$ cat config.mk
export PLATFORM = sky130hd
export DESIGN_NAME = joystick_serial
export DESIGN_NICKNAME = d
export VERILOG_FILES = /design/src/rtl/joystick_pkg.sv /design/src/rtl/joystick_debounce.sv /design/src/rtl/joystick_serial.sv
export SDC_FILE = /design/constraint.sdc
export NUM_CORES = 1
export LEC_CHECK = 0
export BUFFER_PORTS_ARGS = -buffer_cell sky130_fd_sc_hd__buf_2
export CAP_MARGIN = 40
export CORE_MARGIN = 2
export CORE_UTILIZATION = 30
export DETAILED_ROUTE_END_ITERATION = 8
export SYNTH_ARGS = -nofsm -noshare
export SYNTH_HDL_FRONTEND = slang
export SYNTH_SLANG_ARGS = --single-unit
$ cat constraint.sdc
create_clock -name clock -period 2 [get_ports clock]
set_input_delay 0.2 -clock clock [delete_from_list [all_inputs] [get_ports clock]]
set_output_delay 0.2 -clock clock [all_outputs]
set_load 0.03 [all_outputs]
$ cat src/rtl/joystick_pkg.sv
`default_nettype none
// ---------------------------------------------------------------------
// joystick_pkg : frame-sequencer state type and counter-width helper
// Revision 1.0
// ---------------------------------------------------------------------
package joystick_pkg;

  typedef enum logic [2:0] {
    IDLE = 3'd0,
    LOAD = 3'd1,
    LOW  = 3'd2,
    HIGH = 3'd3,
    DONE = 3'd4
  } state_t;

  // Bits needed to hold a counter ranging over 0..n-1 (never less than 1).
  function automatic int cntWidth(input int n);
    return (n <= 2) ? 1 : $clog2(n);
  endfunction

endpackage
`default_nettype wire

$ cat src/rtl/joystick_debounce.sv
`default_nettype none
// ---------------------------------------------------------------------
// joystick_debounce : frame-agreement filter for one joystick channel
// Revision 1.0
// ---------------------------------------------------------------------
module joystick_debounce
  import joystick_pkg::*;
#(
  parameter int OUTW     = 6,
  parameter int DEBOUNCE = 2
) (
  input  logic            clock,
  input  logic            reset_n,
  input  logic            update,
  input  logic [OUTW-1:0] raw,
  output logic [OUTW-1:0] stable,
  output logic            changed
);

  localparam int             c_CNT_W = cntWidth(DEBOUNCE + 1);
  localparam logic [c_CNT_W-1:0] c_SAT = c_CNT_W'(DEBOUNCE);

  logic [OUTW-1:0]    r_prev;
  logic [OUTW-1:0]    r_stable;
  logic [c_CNT_W-1:0] r_cnt;
  logic               r_changed;
  logic [OUTW-1:0]    w_nextStable;
  logic [c_CNT_W-1:0] w_nextCnt;

  always_comb begin
    w_nextCnt    = r_cnt;
    w_nextStable = r_stable;
    if (raw == r_prev) begin
      if (r_cnt != c_SAT) w_nextCnt = r_cnt + 1'b1;
    end else begin
      w_nextCnt = c_CNT_W'(1);
    end
    if (w_nextCnt >= c_SAT) w_nextStable = raw;
  end

  always_ff @(posedge clock or negedge reset_n) begin
    if (!reset_n) begin
      r_prev    <= '0;
      r_stable  <= '0;
      r_cnt     <= '0;
      r_changed <= 1'b0;
    end else begin
      r_changed <= update && (w_nextStable != r_stable);
      if (update) begin
        r_prev   <= raw;
        r_cnt    <= w_nextCnt;
        r_stable <= w_nextStable;
      end
    end
  end

  assign stable  = r_stable;
  assign changed = r_changed;

endmodule
`default_nettype wire

$ cat src/rtl/joystick_serial.sv
`default_nettype none
// ---------------------------------------------------------------------
// joystick_serial : 74165-chain joystick reader with per-channel debounce
// Revision 1.0
// ---------------------------------------------------------------------
module joystick_serial
  import joystick_pkg::*;
#(
  parameter int NJOY     = 2,
  parameter int NBITS    = 8,
  parameter int OUTW     = 6,
  parameter int DIV      = 1,
  parameter int DEBOUNCE = 2,
  parameter int INVERT   = 1
) (
  input  logic                 clock,
  input  logic                 reset_n,
  input  logic                 ce,
  input  logic                 enable,
  output logic [NJOY*OUTW-1:0] joy,
  output logic                 valid,
  output logic                 changed,
  output logic                 joyS,
  output logic                 joyCk,
  output logic                 joyLd,
  input  logic                 joyD
);

  localparam int c_FRAME = NJOY * NBITS;
  localparam int c_PH_W  = cntWidth(DIV);
  localparam int c_BIT_W = cntWidth(c_FRAME);
  localparam logic [c_PH_W-1:0]  c_PH_LAST  = c_PH_W'(DIV - 1);
  localparam logic [c_BIT_W-1:0] c_BIT_LAST = c_BIT_W'(c_FRAME - 1);

  state_t               r_state;
  state_t               w_nextState;
  logic [c_PH_W-1:0]    r_phase;
  logic [c_BIT_W-1:0]   r_bitCnt;
  logic [c_FRAME-1:0]   r_shift;
  logic                 r_valid;
  logic [NJOY-1:0]      w_chg;
  logic                 w_phaseEnd;
  logic                 w_sampleBit;
  logic                 w_update;
  logic                 w_unusedShift;

  assign w_phaseEnd  = (r_phase == c_PH_LAST);
  assign w_sampleBit = (INVERT != 0) ? ~joyD : joyD;
  assign w_update    = ce && (r_state == DONE);

  always_comb begin
    w_nextState = r_state;
    joyLd       = 1'b1;
    joyCk       = 1'b0;
    case (r_state)
      IDLE: if (enable) w_nextState = LOAD;
      LOAD: begin
        joyLd = 1'b0;
        if (w_phaseEnd) w_nextState = LOW;
      end
      LOW:  if (w_phaseEnd) w_nextState = HIGH;
      HIGH: begin
        joyCk = 1'b1;
        if (w_phaseEnd) w_nextState = (r_bitCnt == c_BIT_LAST) ? DONE : LOW;
      end
      DONE:    w_nextState = enable ? LOAD : IDLE;
      default: w_nextState = IDLE;
    endcase
  end

  always_ff @(posedge clock or negedge reset_n) begin
    if (!reset_n) begin
      r_state  <= IDLE;
      r_phase  <= '0;
      r_bitCnt <= '0;
      r_shift  <= '0;
      r_valid  <= 1'b0;
    end else begin
      r_valid <= w_update;
      if (ce) begin
        r_state <= w_nextState;
        if (r_state inside {LOAD, LOW, HIGH})
          r_phase <= w_phaseEnd ? '0 : r_phase + 1'b1;
        else
          r_phase <= '0;
        // MSB-first shifting leaves channel c at [c*NBITS +: NBITS] once the frame ends.
        if (r_state == HIGH && w_phaseEnd) begin
          r_shift  <= {r_shift[c_FRAME-2:0], w_sampleBit};
          r_bitCnt <= (r_bitCnt == c_BIT_LAST) ? '0 : r_bitCnt + 1'b1;
        end
      end
    end
  end

  for (genvar c = 0; c < NJOY; c++) begin : g_chan
    joystick_debounce #(
      .OUTW     (OUTW),
      .DEBOUNCE (DEBOUNCE)
    ) u_debounce (
      .clock   (clock),
      .reset_n (reset_n),
      .update  (w_update),
      .raw     (r_shift[c*NBITS +: OUTW]),
      .stable  (joy[c*OUTW +: OUTW]),
      .changed (w_chg[c])
    );
  end

  // Upper bits of each channel are shifted through but never reported.
  assign w_unusedShift = ^r_shift;

  assign valid   = r_valid;
  assign changed = |w_chg;
  assign joyS    = 1'b1;

endmodule
`default_nettype wire

==> out/qor.txt <==
Slew Limit Headroom = 56.1%
FP Rows = 32
Pwr Density = 1100 nW/um^2
Fin. max-slew vios = 0
Ports = 22
Yosys top cell area share = 54.9%
I/O Buffers = 20
Initial Util = 30.8%
Syn-to-layout area delta = 14.0%
Worst-path clk slew = 90 ps
MaxCap Viol Count = 0
Tot GR Track Use = 10.3%
Post-CTS Resized = 0
RSZ-0062 raised after global routing = no
Grt ovf = 0
Root buffer cell = clkbuf_8
Post-synth EDFFs = 0
Core area = 7690 um^2
Die width = 92.9 um
CP Class = reg -> reg
Worst hold path type = in -> async
Final nets = 222
Diode count = 0
DPL Wire Length = 2.79 mm
CTS tree = yes
Post-Synthesis Cells = 190
Critical path capture point type = flip-flop
Vias in the first global route = 1,416
Async S/R FF share, synth = 100%
Pin count of the biggest net entering global routing = 53
Syn nets = 198
Layout cell share with drive strength beyond 1 = 34.1%
Post-synthesis cell area = 2370 um^2
P_leak = 0.00133 uW
DRC = 0
Final min period = 1760 ps
Hold violation count in the final report = 0
Total clock buffers created by CTS = 5
Drt wl/cell = 13.0 um
First DRT Iteration DRCs = 99
Seq/Total Area, Yosys = 54.9%
Post-CTS Hold Buffers = 0
Sink Count = 52
Die Y = 92.9 um
Final setup viols = 0
Final Skew = 4.37 ps
Number of fillers in the final layout = 785
YS warnings = 0
First-pass GRT wire length = 6.93 mm
DR vias/cell = 4.55
Fin crit share = 88.2%
H-tree depth = 2
Post-CTS setup buffers = 0
Syn Area/Cell = 12.5 um^2
Max Fclk = 0.567 GHz
Initial antenna violation count = 0
Routed via count = 1,438
WP data arrival = 1960 ps
CP Data Required Time = 2190 ps
Pre-Repair DR Iteration Count = 4
Setup TNS = 0 ps
DIE AREA = 8630 um^2
Remaining antenna violation count = 0
Synth unique cells = 34
CP Launch Type = flip-flop
Worst-margin pin slew = 659 ps
Status = finished clean
Drt total wl = 4.10 mm
Peak supply drop = 409 uV
Worst-case clock buffer depth = 2
FF+latch count, synth = 52
Main synth FF type = dfrtp_1
Clock Latency Late Sink = 300 ps
Top cells by area, synth = dfrtp_1 (55%), mux2_2 (18%), xnor2_1 (3.7%)
Power, Total = 2980 uW
Yosys top cell by area = dfrtp_1
Worst-path maximum fanout = 8
RD Place Congestion = 0.823
## sequential cells by signal (all words and copies together), names as in the netlist
register	cells
g_chan.u_debounce.changed	2
g_chan.u_debounce.r_cnt	4
g_chan.u_debounce.r_prev	12
g_chan.u_debounce.stable	12
r_bitCnt	4
r_shift	14
r_state	3
valid	1
## through the flow
stage / instances / util (%) / setup slack (ps) / hold slack (ps) / area, um^2
6_report: 316 / 35.2 / 235 / 9.30 / 2700
2_1_floorplan: 190 / - / 355 / -95.6 / 2370
4_1_cts: 316 / 35.2 / 228 / 34.1 / 2700
3_3_place_gp: 309 / 33.9 / 285 / 370 / 2610
3_5_place_dp: 309 / 33.9 / 251 / 367 / 2610
5_1_grt: 316 / 35.2 / 118 / 64.3 / 2700
## cell families after synthesis
kind of cell,Yosys count,share of synthesized area (%)
xor+xnor,20,7.39
simple gates,35,8.97
other cells,1,0.158
compound gates,24,6.28
flops,52,54.9
buf+inv,18,3.17
mux,37,17.6
fa+ha+maj,3,1.58
## report_power, final
part           switching, uW  total, uW  internal [uW]
Sequential               274       1520           1240
Combinational            425        830            406
Clock                    327        635            309
## critical path, cell delays in order (launching register included)
cell,delay [ps]
dfrtp_1,450
xor2_1,190
nor4_2,350
nand4_2,310
mux2_2,360
## synth_stat cells (2+ instances only)
library cell,count
nor2_1,4
nand3_1,6
nor2b_1,2
a21oi_1,2
nand4_1,3
dfrtp_1,52
a31oi_1,2
buf_2,3
mux2_2,37
and3_1,2
nor3_1,2
o31ai_1,5
inv_1,11
nand2_1,9
clkbuf_1,2
ha_1,3
o21ai_0,10
xor2_1,10
xnor2_1,10
## cell usage in the layout, fill, tap and decap left out, drive strengths merged, types with 2 or more instances in the layout
cell,count
dfrtp,52
mux2,37
buf,24
inv,11
xor2,10
xnor2,10
o21ai,10
nand2,9
clkbuf,7
nand3,7
o31ai,5
nor2,4
nand4,4
ha,3
and3,2
a31oi,2
nor2b,2
nor3,2
a21oi,2
nor4,2
## routing by layer
layer / track usage [%] / up-vias / wire, um
li1: - / 708 / -
met1: 14.0 / 708 / 2030
met2: 15.5 / 16 / 1840
met3: 3.09 / 6 / 147
met4: 4.04 / 0 / 79
met5: 0 / - / 0
## worst paths after layout
check,cells after the start,slack [ps],endpoint,startpoint
max,4,240,g_chan[0].u_debounce.stable[1]$_DFFE_PN0P_,r_shift[0]$_DFFE_PN0P_
min,2,9,r_bitCnt[2]$_DFFE_PN0P_,reset_n
max reg2reg,4,240,g_chan[0].u_debounce.stable[1]$_DFFE_PN0P_,r_shift[0]$_DFFE_PN0P_
min reg2reg,1,490,r_bitCnt[3]$_DFFE_PN0P_,r_bitCnt[3]$_DFFE_PN0P_
max in group asynchronous,2,1550,r_state[0]$_DFFE_PN0P_,reset_n
min in group clock,2,90,r_shift[0]$_DFFE_PN0P_,joyD
## cell type report
class | count | area (um^2) | share of cell area [%]
inverter | 11 | 41.3 | 1.53
clock buffer | 7 | 96.3 | 3.56
timing repair buffer | 24 | 143 | 5.28
sequential | 52 | 1300 | 48.1
tap | 102 | 128 | 4.72
multi-input combinational | 120 | 995 | 36.8
No activity file was read; power rests on OpenSTA's default activity.
